`config.mk`:
```
export PLATFORM = sky130hd
export DESIGN_NAME = icdf_seg_normalizer
export DESIGN_NICKNAME = d
export VERILOG_FILES = /design/src/rtl/icdf_seg_normalizer.sv
export SDC_FILE = /design/constraint.sdc
export NUM_CORES = 1
export LEC_CHECK = 0
export CAP_MARGIN = 25
export CORE_MARGIN = 2
export CORE_UTILIZATION = 47
export DETAILED_ROUTE_END_ITERATION = 16
export PLACE_DENSITY = 0.78
export SYNTH_ARGS = -nofsm -noshare
export SYNTH_HDL_FRONTEND = slang
export SYNTH_SLANG_ARGS = --single-unit
export TNS_END_PERCENT = 1
```
`constraint.sdc`:
```
create_clock -name clk -period 1.65 [get_ports clk]
set_input_delay 0.4125 -clock clk [delete_from_list [all_inputs] [get_ports clk]]
set_output_delay 0.4125 -clock clk [all_outputs]
set_load 0.01 [all_outputs]
```
`src/rtl/icdf_seg_normalizer.sv`:
```
// icdf_seg_normalizer: aligns a 61-bit magnitude with the LZD's registered zero_pos and
// normalises it in two shift stages; `ICDF_SATCNT_EN adds a saturating zero-sample counter.
module icdf_seg_normalizer #(
  parameter int FRAC_W = 16,
  parameter int CNT_W  = 32
) (
  input  logic              clk,
  input  logic              rst,
  input  logic              en,
  input  logic [61:0]       u_in,
  input  logic [5:0]        zero_pos,
  output logic              out_valid,
  output logic [5:0]        seg_addr,
  output logic [FRAC_W-1:0] frac,
  output logic              sign_out,
  output logic              zero_flag,
  output logic [CNT_W-1:0]  sat_cnt
);

  logic              v0_q, v0_d;
  logic [60:0]       m_q, m_d;
  logic              s0_q, s0_d;
  logic              v1_q, v1_d;
  logic [5:0]        zp_q, zp_d;
  logic [60:0]       c_q, c_d;
  logic              s1_q, s1_d;
  logic              out_valid_q, out_valid_d;
  logic [5:0]        seg_addr_q, seg_addr_d;
  logic [FRAC_W-1:0] frac_q, frac_d;
  logic              sign_q, sign_d;
  logic              zero_q, zero_d;
  logic [5:0]        zp_clamp_s;
  logic [60:0]       f_s;

  // Next-state for all three pipeline stages; data loads only under its stage valid
  always_comb begin
    v0_d        = en;
    m_d         = m_q;
    s0_d        = s0_q;
    v1_d        = v0_q;
    zp_d        = zp_q;
    c_d         = c_q;
    s1_d        = s1_q;
    out_valid_d = v1_q;
    seg_addr_d  = seg_addr_q;
    frac_d      = frac_q;
    sign_d      = sign_q;
    zero_d      = zero_q;

    // LZD codes 62/63 cannot occur for a 61-bit operand; pin them to the all-zero code
    zp_clamp_s = (zero_pos > 6'd61) ? 6'd61 : zero_pos;
    f_s        = c_q << zp_q[2:0];

    if (en) begin
      m_d  = u_in[60:0];
      s0_d = u_in[61];
    end else begin
      m_d  = m_q;
      s0_d = s0_q;
    end

    if (v0_q) begin
      zp_d = zp_clamp_s;
      c_d  = m_q << {zp_clamp_s[5:3], 3'b000};
      s1_d = s0_q;
    end else begin
      zp_d = zp_q;
      c_d  = c_q;
      s1_d = s1_q;
    end

    if (v1_q) begin
      seg_addr_d = zp_q;
      frac_d     = FRAC_W'(f_s >> (60 - FRAC_W));
      sign_d     = s1_q;
      zero_d     = (zp_q == 6'd61);
    end else begin
      seg_addr_d = seg_addr_q;
      frac_d     = frac_q;
      sign_d     = sign_q;
      zero_d     = zero_q;
    end
  end

  // Pipeline and output registers with synchronous clear
  always_ff @(posedge clk) begin
    if (rst) begin
      v0_q        <= 1'b0;
      m_q         <= 61'd0;
      s0_q        <= 1'b0;
      v1_q        <= 1'b0;
      zp_q        <= 6'd0;
      c_q         <= 61'd0;
      s1_q        <= 1'b0;
      out_valid_q <= 1'b0;
      seg_addr_q  <= 6'd0;
      frac_q      <= {FRAC_W{1'b0}};
      sign_q      <= 1'b0;
      zero_q      <= 1'b0;
    end else begin
      v0_q        <= v0_d;
      m_q         <= m_d;
      s0_q        <= s0_d;
      v1_q        <= v1_d;
      zp_q        <= zp_d;
      c_q         <= c_d;
      s1_q        <= s1_d;
      out_valid_q <= out_valid_d;
      seg_addr_q  <= seg_addr_d;
      frac_q      <= frac_d;
      sign_q      <= sign_d;
      zero_q      <= zero_d;
    end
  end

  assign out_valid = out_valid_q;
  assign seg_addr  = seg_addr_q;
  assign frac      = frac_q;
  assign sign_out  = sign_q;
  assign zero_flag = zero_q;

`ifdef ICDF_SATCNT_EN
  logic [CNT_W-1:0] sat_cnt_q, sat_cnt_d;

  // Count zero samples entering the output stage, sticking at all-ones
  always_comb begin
    sat_cnt_d = sat_cnt_q;
    if (v1_q && (zp_q == 6'd61) && (sat_cnt_q != {CNT_W{1'b1}})) begin
      sat_cnt_d = sat_cnt_q + CNT_W'(1);
    end else begin
      sat_cnt_d = sat_cnt_q;
    end
  end

  // Saturation counter register
  always_ff @(posedge clk) begin
    if (rst) begin
      sat_cnt_q <= {CNT_W{1'b0}};
    end else begin
      sat_cnt_q <= sat_cnt_d;
    end
  end

  assign sat_cnt = sat_cnt_q;
`else
  assign sat_cnt = {CNT_W{1'b0}};
`endif

endmodule
```
==> metrics, run 1 <==
run status finished, final reports clean; Initial Util 0.481; final wirelength around 15000 um; diode count 0; P_int roughly 5.9 mW; TritonRoute pass-1 iters 6; clock share of power 0.465; Arrival @ worst endpoint 1.91 ns; period utilization 0.979; Worst path slowest cell dfxtp_1; FILL cells 1009; GR Overflow Total 0; Comb pwr share 0.135; first-pass GRT wire length approximately 24000 um; Root Driver clkbuf_16; pwr/cell area 1010 nW/um^2; mapped cell area 6100 um^2; main flop type after synthesis dfxtp_1; remaining antenna violation count 0; Worst-Margin Slew between 0.5 and 0.6 ns; vias per cell between 5 and 6; largest net degree at the start of global routing ~70; FF/Latch Area ~2400 um^2; final core utilization 0.619; Clock Tree Buf Depth 2; clock slew at reported path FFs approximately 0.05 ns; Rows 41; Wirelength per Cell roughly 17 um; multi-input logic area 3340 um^2; count of cell types in the netlist 39; CP peak stage delay roughly 0.59 ns; register share of total power 0.400; Critical Path Sink Type register; Leakage between 3 and 4 nW; Yosys reg bits about 120; placer congestion estimate between 0.9 and 1; H-tree Lvls 4; share of cells above drive strength 1 0.188; latest clock arrival within the worst-skew pair 0.42 ns; port bufs 94; crit-path leading delay family flip-flops; I/O pin count approximately 130; unrepaired setup endpoints after global routing true; Setup Fix Bufs, Post-CTS 0; area grow syn2layout 28.5%; Fmax achieved ~620 MHz; critical path launch point type register; initial antenna violation count 0; sw power 2.00 mW; Slew headroom 0.638; Async S/R FF share, synth 0; CP Buf/Inv Count 1; Die W 118 um; Setup WS post-layout 0.0340 ns; Max-Cap Viols 0; final setup fails 0; drt initial violations 359; Die Ht 118 um; DRC violation count after routing 0; VDD IR max 0.828 mV; cells after synthesis 568; max-slew violation count 0; die area between 10000 and 15000 um^2; switching part of the total power 0.252; CTS buffer count 17; mean area per synthesized cell 10.7 um^2; Final HPWL DP 11100 um; post-synthesis sequential area ratio 0.387; Via Count approximately 4600; Layout Nets 735; Critical Path Fanout Max 16; Clock Sinks 118; power consumption between 7 and 8 mW; vias in the first global route 4678; dpl ws -0.271 ns; crit-path cells inv_1 -> a222oi_1 -> nor2_1; core area 12700 um^2; CTS tree built; number of synthesized flops with an enable pin 0; Final Skew 0.00879 ns; Req. time, crit path slightly below 2 ns; final hold vios 0; crit path time final roughly 1.6 ns; Syn. warnings 0; worst hold path type input pin to register; Total GRT Usage 0.218; CP Class register to register
-- synth_stat cells, drive strengths merged, types with 5 or more instances --
| master | n | area [um^2] |
|---|---|---|
| nor2b | 7 | 43.8 |
| nand2 | 10 | 37.5 |
| nor2 | 109 | 409 |
| clkbuf | 24 | 90.1 |
| a222oi | 6 | 60.1 |
| a211oi | 21 | 158 |
| mux4 | 39 | 905 |
| mux2i | 112 | 1120 |
| dfxtp | 118 | 2360 |
| mux2 | 11 | 124 |
| buf | 61 | 437 |
| a221oi | 5 | 43.8 |
| nor3 | 7 | 35.0 |
-- layout by cell type (no fill, tap or decap), types with 6 or more instances in the layout --
| cell type | synthesis | final |
|---|---|---|
| mux4_2 | 32 | 34 |
| clkdlybuf4s50_1 | 0 | 65 |
| dlygate4sd2_1 | 0 | 25 |
| clkbuf_16 | 0 | 17 |
| a222oi_1 | 6 | 6 |
| a211oi_2 | 0 | 6 |
| nor2b_1 | 7 | 7 |
| buf_4 | 36 | 28 |
| nor2_1 | 109 | 109 |
| buf_12 | 1 | 11 |
| dfxtp_1 | 118 | 118 |
| nor3_1 | 7 | 7 |
| mux2i_1 | 112 | 111 |
| mux2_2 | 11 | 11 |
| a211oi_1 | 21 | 15 |
| nand2_1 | 10 | 10 |
| conb_1 | 1 | 32 |
-- per-layer routing --
metal,vias up,wire length [um],track usage,part of all wire
li1,2205,-,-,-
met4,0,473,0.105,0.032
met2,187,7220,0.364,0.49
met1,2221,6290,0.265,0.42
met5,-,0,0,0
met3,27,816,0.0504,0.055
-- path summary, 6_finish.rpt --
| check | start | endpoint | slack (ns) | cells after the start |
|---|---|---|---|---|
| max | v0_q | c_q[41] | 0.03 | 3 |
| min | rst | out_valid | 0.38 | 2 |
| max reg2reg | v0_q | c_q[41] | 0.03 | 3 |
| min reg2reg | zero_flag | zero_flag | 0.48 | 2 |
-- power groups by stage --
stage	clock, mW	combinational [mW]	sequential (mW)
floorplan	0	0.744	3.15
global placement	0	1.04	3.21
detailed placement	0	1.07	3.22
CTS	3.73	1.06	3.16
global route	3.87	1.16	3.17
finish	3.68	1.07	3.16
-- stage by stage --
stage	instance area, um^2	hold WS (ns)	cells	setup TNS, ns
3_5_place_dp	7250	0.471	817	-4.02
2_1_floorplan	6230	0.445	599	-0.0268
4_1_cts	7820	0.350	849	0
3_3_place_gp	7250	0.466	817	-3.48
6_report	7840	0.382	849	0
5_1_grt	7840	0.392	849	-0.262
-- cell type report --
class	instances	share of cell area
Inverter	4	0.00191
Timing Repair Buffer	131	0.167
Clock buffer	19	0.0578
Sequential cell	118	0.301
Tap cell	172	0.0274
Clock inverter	13	0.0187
Multi-Input combinational cell	392	0.426
-- state kept, by name, indices dropped and copies added, names as in the netlist, 6 cells and up --
| signal | count |
|---|---|
| c_q | 23 |
| frac | 16 |
| zp_q | 6 |
| seg_addr | 6 |
| m_q | 60 |
-- logic make-up after synthesis --
family,after synthesis,synth area share
flip-flops,118,0.387
other,1,0.000615
multiplexers,162,0.352
AND/OR/NAND/NOR,145,0.100
AO/OA/AOI/OAI,53,0.0708
buffers and inverters,89,0.0888
-- what timing repair did --
item,CTS,global route
endpoints found under the setup margin,25,13
gates resized for setup,25,9
pin swaps,0,0
hold buffers,0,0
-- worst reg2reg max path, cell delays in order, from the launching register on --
cell	delay, ns
dfxtp_1	0.59
inv_1	0.39
a222oi_1	0.45
nor2_1	0.07
Power figures use the tool's default switching activity.
==> run 2, diff against run 1 <==
clock period = 1.3 ns   (was 1.65 ns; I/O delays follow)
==> run 2 against run 1 <==
The run now ends with setup timing left; critical path depth increased by 1; core utilization rose by 2.8 points; total power is 24% higher; wire length increased by 9.7%; first-iteration DRC count down 11%; clock power increased by 14%; largest power group unchanged; register-to-register slack got worse by 0.28 ns; cell count increased by 4.9%.
==> metrics, run 2 (synthesis results as in run 1) <==
diode count 0 (unchanged); max-slew violation count 0 (unchanged); TritonRoute pass-1 iters 5 (-1); Final HPWL DP 11900 um (+7.3%); final core utilization 0.647 (+0.0283); Setup WS post-layout -0.248 ns (-0.282 ns); Total GRT Usage 0.241 (+0.0231); largest net degree at the start of global routing 49 (-29%); met1 Use GR 0.298 (+0.0337); Req. time, crit path 1.62 ns (-0.32 ns); clock slew at reported path FFs 0.06 ns (about the same); violated checks setup timing; I/O pin count 128 (unchanged); VDD IR max 0.797 mV (-3.7%); Leakage 3.35 nW (+6.2%); final hold vios 0 (unchanged); placer congestion estimate 0.948 (+4.8%); GR Util met3 0.0518 (+0.00145); Top Usage Layer GRT met2; Final Skew 0.0147 ns (+0.00588 ns); Via Count 4860 (+4.7%); Clock Tree Buf Depth 2 (unchanged); Clock Sinks 118 (unchanged); Critical Path Sink Type register; CP Class register to register; DRC violation count after routing 0 (unchanged); Layout Nets 777 (+5.7%); worst hold path type input pin to register; pwr/cell area 1190 nW/um^2 (+18%); area grow syn2layout 34.4%; H-tree Lvls 4 (unchanged); Initial Util 0.481 (unchanged); CTS tree built; crit path time final 1.55 ns (-0.0682 ns); latest clock arrival within the worst-skew pair 0.42 ns (about the same); core area 12700 um^2 (unchanged); port bufs 94 (unchanged); CTS buffer count 17 (unchanged); Arrival @ worst endpoint 1.86 ns (-0.05 ns); register with the most flip-flops m_q; Max-Cap Viols 0 (unchanged); commonest cells after routing, fill and taps aside nor2_1 (109), mux2i_1 (101), dfxtp_1 (96); remaining antenna violation count 0 (unchanged); Slew headroom 0.621 (-0.0171); leading cell type in the layout, fill and taps excluded nor2_1; share of cells above drive strength 1 0.339 (+0.152); Root Driver clkbuf_16; Critical Path Fanout Max 11 (-5); max reg flops 60 (unchanged); critical path launch point type register; vias per cell 5.45 (-0.20%); met2 Track Usage GR 0.412 (+0.0476); Die Ht 118 um (unchanged); drt initial violations 321 (-11%); unrepaired setup endpoints after global routing true; power consumption 9.78 mW (+24%); run status finished with violations; Rows 41 (unchanged); Wirelength per Cell 18.2 um (+4.5%); period utilization 1.19 (+0.211); first-pass GRT wire length 26100 um (+8.8%); Die W 118 um (unchanged); Worst-Margin Slew 0.569 ns (+0.0256 ns); Fmax achieved 646 MHz (+4.4%); final wirelength 16200 um (+9.7%); final setup fails 31 (+31); GR Overflow Total 0 (unchanged); vias in the first global route 4831 (+3.3%); die area 13900 um^2 (unchanged); TNS Setup -3.82 ns (-3.82 ns); initial antenna violation count 0 (unchanged)
-- run 2: changes by cell type in the layout (fill, tap and decap cells not counted), moves of 5 or more --
cell           delta
mux4_1            -5
dfxtp_2          +18
mux2i_2           +9
mux4_2            +5
dlygate4sd2_1    -24
buf_2            +24
dfxtp_1          -22
clkinv_2          +6
buf_4            +39
mux2i_1          -10
a211oi_1         -14
a211oi_2         +14
-- run 2: layer usage --
layer | vias to the layer above | routed length (um)
met5 | - | 0
met4 | 0 | 326
met3 | 20 | 720
met2 | 159 | 8180
met1 | 2396 | 7010
li1 | 2285 | -
-- run 2: area by class of cell --
type	count	area (um^2)
Timing Repair Buffer	173	1580
Multi-Input combinational cell	392	3460
Clock inverter	10	81.3
Fill cell	986	4470
Tap cell	172	215
Clock buffer	22	454
Inverter	4	15.0
Sequential cell	118	2400
-- run 2: where the power goes --
part / leakage (nW) / switching (mW) / internal [mW]
combinational: 2.10 / 0.710 / 0.868
sequential: 0.979 / 0.180 / 3.82
clock: 0.267 / 1.56 / 2.65
total: 3.35 / 2.45 / 7.33
-- run 2: critical path, stage by stage (launching register included) --
cell and delay (ns):
dfxtp_4 0.37, buf_16 0.16, mux2i_4 0.20, mux4_2 0.51, a211oi_2 0.22
-- run 2: path summary, 6_finish.rpt --
path              slack [ns]         to  cells after the start     from
setup reg to reg       -0.25    frac[6]                      4  zp_q[1]
hold reg to reg         0.48    zp_q[5]                      2  zp_q[5]
hold / removal          0.27  out_valid                      2      rst
setup / recovery       -0.25    frac[6]                      4  zp_q[1]
-- run 2: per-stage QoR --
| step | hold WS (ns) | std cells | area, um^2 | setup WS (ns) |
|---|---|---|---|---|
| finish | 0.269 | 891 | 8200 | -0.248 |
| global route | 0.267 | 891 | 8200 | -0.312 |
| CTS | 0.249 | 891 | 8180 | -0.200 |
| detailed placement | 0.476 | 857 | 7560 | -0.520 |
| global placement | 0.466 | 857 | 7560 | -0.497 |
| floorplan | 0.445 | 599 | 6250 | -0.201 |
-- run 2: what timing repair did --
action | CTS | global route
hold buffers | 0 | 0
buffers inserted | 1 | 0
resized for setup | 149 | 23
endpoints found under the setup margin | 56 | 43
pin swaps | 12 | 5
gates cloned | 1 | 0
==> edit 1: new RTL, config.mk and constraints of run 1 <==
Register the inputs `en`, `u_in` and `zero_pos` before use. The logic sees them one clock later. Comments in the files are not updated.
--- a/src/rtl/icdf_seg_normalizer.sv
+++ b/src/rtl/icdf_seg_normalizer.sv
@@ -18,4 +18,14 @@
 );
 
+  logic en_q;
+  logic [61:0] u_q;
+  logic [5:0] zero_pos_q;
+
+  always_ff @(posedge clk) begin
+    en_q       <= en;
+    u_q        <= u_in;
+    zero_pos_q <= zero_pos;
+  end
+
   logic              v0_q, v0_d;
   logic [60:0]       m_q, m_d;
@@ -35,5 +45,5 @@
   // Next-state for all three pipeline stages; data loads only under its stage valid
   always_comb begin
-    v0_d        = en;
+    v0_d        = en_q;
     m_d         = m_q;
     s0_d        = s0_q;
@@ -49,10 +59,10 @@
 
     // LZD codes 62/63 cannot occur for a 61-bit operand; pin them to the all-zero code
-    zp_clamp_s = (zero_pos > 6'd61) ? 6'd61 : zero_pos;
+    zp_clamp_s = (zero_pos_q > 6'd61) ? 6'd61 : zero_pos_q;
     f_s        = c_q << zp_q[2:0];
 
-    if (en) begin
-      m_d  = u_in[60:0];
-      s0_d = u_in[61];
+    if (en_q) begin
+      m_d  = u_q[60:0];
+      s0_d = u_q[61];
     end else begin
       m_d  = m_q;
Formal check against the unedited RTL: not equivalent (a bounded check fails within 4 cycles, from zero or initial values and one cycle with rst high).
==> edit 1 against run 1 <==
Final area is 19% higher; wire length is 12% higher; power up 27%; synthesized cell count up 14%; worst setup slack gained 12 ps; synthesized area up 25%; utilization down 2.7 points; sequential cell count grew 68; cell count grew 14%; largest power group is now registers.
==> edit 1: results (changes against run 1) <==
[cts]
worstSkewPairLatency_ps = 430
clkSlewWorstSetupHoldPaths_ps = 70  ; +20 ps

[critical_path]
slowest_delay_ps = 520  ; -70 ps
timing.rr.start = zero_pos_q[3]
crit_path_top_delay_cell = mux4_2
cp_max_fo = 11  ; -5

[drt]
via_count = 5157  ; +11%
drt_first_pass_iters = 6  ; unchanged
routed_wl_um = 16600  ; +12%
drt_iter0_drc = 291  ; -19%

[status]
status = finished, final reports clean

[grt]
grt_start_max_net_pins = 62  ; -10%
grt_pass1_wl_um = 26500  ; +10%
grt.total_usage_pct = 19.5  ; -2.3 points

[pwr]
leakage_nw = 3.78  ; +20%
ir_drop_mv = 0.770  ; -7.0%
p_sw_mw = 2.46  ; +23%

[final_layout]
n_fill_cell = 1253  ; +24%
drive_gt1_share_pct = 17.1  ; -1.7 points
nets = 814  ; +11%
n_antenna_cell = 0  ; unchanged
reg_top3 = u_q (61), m_q (60), c_q (23)

[min_path]
hp-start = zero_pos[4]

[synthesis]
synthTopCellsByArea = dfxtp_1, mux2i_1, mux4_2, nor2_1, buf_4
synth_cell_types = 41  ; +5.1%
synthTopCellsByCount = dfxtp_1, mux2i_1, nor2_1
async_flop_share_pct = 0  ; unchanged
synth_edf_count = 0  ; unchanged
synth-seq-area-share_pct = 49.0  ; +10 points

[timing]
fin_skew_ps = 10.3  ; +1.50 ps
slew_viol_final = 0  ; unchanged

[placed_design]
dpl.hpwl_um = 12100  ; +9.1%
gp_congestion = 0.931  ; +2.9%
place_ws_ps = 2.27  ; +273 ps

## edit 1: changes by cell type after synthesis, moves of 4 or more
cell	run 1	this run
mux4_1	7	2
dfxtp_1	118	186
nor2b_1	7	11
mux4_2	32	37
clkbuf_1	24	17
a211oi_1	21	13
a211oi_2	0	4
mux2i_1	112	108
clkbuf_8	0	6
nor3_1	7	12
## edit 1: power groups by stage
stage / logic, mW / registers (mW) / clock network (mW)
floorplan: 0.762 / 4.94 / 0
global placement: 1.01 / 5.02 / 0
detailed placement: 1.04 / 5.03 / 0
CTS: 1.04 / 4.93 / 4.15
global route: 1.14 / 4.95 / 4.34
finish: 1.06 / 4.93 / 4.09
## edit 1: worst paths after layout
check / slack (ps) / depth (start not counted) / endpoint
worst max register to register: 50 / 5 / c_q[50]
worst max-delay path: 50 / 5 / c_q[50]
worst min register to register: 470 / 2 / m_q[16]
worst min-delay path: 410 / 1 / zero_pos_q[4]
## edit 1: worst max-delay path, delay by kind of cell, from the launching register on
family | cells | cell delay, ps
AOI/OAI and AO/OA | 2 | 260
DFF | 1 | 380
buffers and inverters | 2 | 300
muxes | 1 | 520
## edit 1: what timing repair did
action,in CTS,in global routing
gates resized for setup,27,8
gates cloned,0,2
setup buffers,0,0
endpoints found under the setup margin,27,16
pin swaps,0,1
## edit 1: cell families (layout without fill, tap and decap cells)
group,after synthesis,in the layout,synth area share (%)
buffers and inverters,87,165,8.11
other,1,32,0.0493
DFF,186,186,49.0
and+or+nand+nor,158,158,9.13
AOI/OAI and AO/OA,57,57,6.24
muxes,158,158,27.5
## edit 1: routing by layer
layer  wire length, um  GRT usage, %
met5                 0             0
met2              8570          34.6
met3               983          4.98
met4               333          7.37
met1              6740          22.6
## edit 1: cell type report
class	count	area (um^2)	area share, %
repair buffers	129	1320	14.1
clock inverters	11	124	1.32
well taps	216	270	2.89
inverters	4	15.0	0.160
multi-input cells	405	3420	36.5
flip-flops and latches	186	3740	39.9
clock buffers	21	482	5.14
## edit 1: metrics by stage
step / area (um^2) / cells / hold slack, ps / setup TNS (ps)
4_1_cts: 9280 / 970 / 398 / 0
3_5_place_dp: 8690 / 938 / 461 / 0
2_1_floorplan: 7720 / 678 / 440 / 0
5_1_grt: 9360 / 972 / 394 / -7.83
6_report: 9360 / 972 / 406 / 0
3_3_place_gp: 8690 / 938 / 448 / 0
==> edit 2: new RTL, config.mk and constraints of run 1 <==
Made on the original files. Change the parameter `FRAC_W` from 16 to 18.
--- a/src/rtl/icdf_seg_normalizer.sv
+++ b/src/rtl/icdf_seg_normalizer.sv
@@ -2,5 +2,5 @@
 // normalises it in two shift stages; `ICDF_SATCNT_EN adds a saturating zero-sample counter.
 module icdf_seg_normalizer #(
-  parameter int FRAC_W = 16,
+  parameter int FRAC_W = 18,
   parameter int CNT_W  = 32
 ) (
Ports: changed (resized frac); port bits go from 128 to 130. The function was not compared with the original's and may differ.
==> edit 2 against run 1 <==
Sequential power grew 4%; cell count up 5.4%; worst setup slack improved by 30 ps; wire length up 0.51%; synthesized area rose by 7.2%; highest routed layer unchanged; sequential share of layout area shrank 0.45 points; sequential cell count rose by 4; power rose by 3.3%; critical endpoint is now frac[8]; final area up 5.1%.
==> edit 2: results (changes against run 1) <==
[min_path]
hold_class = input pin to flop
worstHoldEndpoint = m_q[8]
hp-start = en
hold_depth = 3  ; +1

[drt]
drt_iter0_drc = 341  ; -5.0%
drt_first_pass_iters = 5  ; -1
route.detailed.wl_per_inst_um = 16.6  ; -4.7%
routed_via_density = 5.50  ; +0.61%

[critical_path]
reg2reg_to = frac[8]
reg2regPathDepth = 4  ; +1
cp_max_fo = 13  ; -3
timing.rr.start = zp_q[1]
worstPathArrival_ps = 1900
reg2reg_slack_ps = 60  ; +30 ps
crit_start = zp_q[1]

[placed_design]
placed_cells = 863  ; +5.6%
numPortBuffers = 96  ; +2.1%
gp_congestion = 0.866  ; -4.2%
dpl.hpwl_um = 11000  ; -0.85%

[synthesis]
synth-seq-area-share_pct = 37.3  ; -1.4 points
yosysTopAreaCell = dfxtp_1
synthTopCellsByArea = dfxtp_1, mux2i_1, mux4_2, nor2_1, buf_4
synthTopCellsByCount = dfxtp_1, nor2_1, mux2i_1
syn_area_per_cell_um2 = 10.8  ; +0.66%
synth_cell_types = 35  ; -10%

[grt]
use_met3_pct = 4.59  ; -0.45 points
use_met1_pct = 28.6  ; +2.1 points
grt_start_max_net_pins = 44  ; -36%
grt_pass1_vias = 4812  ; +2.9%
grt_pass1_wl_um = 24600  ; +2.5%
grt.total_usage_pct = 21.0  ; -0.79 points
met2_usage_pct = 32.4  ; -4.0 points

[timing]
fin_skew_ps = 6.40  ; -2.39 ps
fin_hold_ws_ps = 387  ; +5.76 ps

[cts]
htreeDepth = 4  ; unchanged
numCtsBuffers = 17  ; unchanged

[final_layout]
instances_no_fill = 895  ; +5.4%
n_fill_cell = 1123  ; +11%
drive_gt1_share_pct = 18.9  ; +0.12 points
nets = 774  ; +5.3%
largest_register_ff_count = 60  ; unchanged
n_antenna_cell = 0  ; unchanged
regMostFlops = m_q

[pwr]
ir_drop_mv = 0.637  ; -23%
leakage_nw = 3.31  ; +5.0%

[status]
status = finished, final reports clean

## edit 2: changes by cell type in the layout (fill, tap and decap cells not counted), moves of 5 or more
cell and change:
a22oi_1 +17, a211oi_1 +16, mux2_2 +7, a222oi_1 -6, mux4_2 +5, nor3_1 -5
## edit 2: worst max path at each step
stage | end | slack [ps]
6_report | frac[8] | 60
5_1_grt | frac[7] | 9
4_1_cts | frac[8] | 20
3_5_place_dp | c_q[56] | -280
3_3_place_gp | c_q[50] | -230
2_1_floorplan | c_q[59] | 10
## edit 2: cell type report
class                      count  area, um^2  share of cell area, %
multi-input combinational    424        3600                   43.7
sequential                   122        2440                   29.7
timing repair buffer         135        1360                   16.5
clock buffer                  23         478                   5.80
tap                          180         225                   2.73
clock inverter                 8         118                   1.43
inverter                       3        11.3                  0.137
## edit 2: layer usage
| metal | share of wire [%] | vias to the layer above |
|---|---|---|
| li1 | - | 2354 |
| met3 | 5.5 | 26 |
| met5 | 0 | - |
| met1 | 46 | 2366 |
| met4 | 2.2 | 0 |
| met2 | 47 | 175 |
## edit 2: metrics by stage
stage / setup WS [ps] / TNS (ps) / cell area [um^2] / utilization (%)
finish: 64.5 / 0 / 8240 / 60.1
global route: 8.50 / 0 / 8240 / 60.1
CTS: 20.8 / 0 / 8210 / 59.9
detailed placement: -283 / -5250 / 7650 / 55.8
global placement: -234 / -4320 / 7650 / 55.8
floorplan: 14.8 / 0 / 6660 / -
## edit 2: kinds of logic (layout without fill, tap and decap cells)
family	count (synthesis)	count (layout)	share of synthesized area [%]
buffers and inverters	90	169	9.37
AND/OR/NAND/NOR	150	150	10.0
other	1	32	0.0573
flip-flops	122	122	37.3
multiplexers	171	171	35.0
AO/OA/AOI/OAI	71	71	8.26
## edit 2: repair_timing
| action | in CTS | in global routing |
|---|---|---|
| buffers inserted | 0 | 0 |
| cloned | 0 | 1 |
| endpoints found under the setup margin | 27 | 8 |
| endpoints found under the hold margin | 0 | 0 |
| gates resized for setup | 27 | 1 |
## edit 2: critical path, stage by stage, from the launching register on
cell and delay, ps:
dfxtp_2 400, buf_12 170, mux2i_1 140, mux4_2 490, a211oi_1 270
## edit 2: where the power goes
part	switching, mW	internal (mW)
clock	1.27	2.47
sequential	0.167	3.11
combinational	0.507	0.646
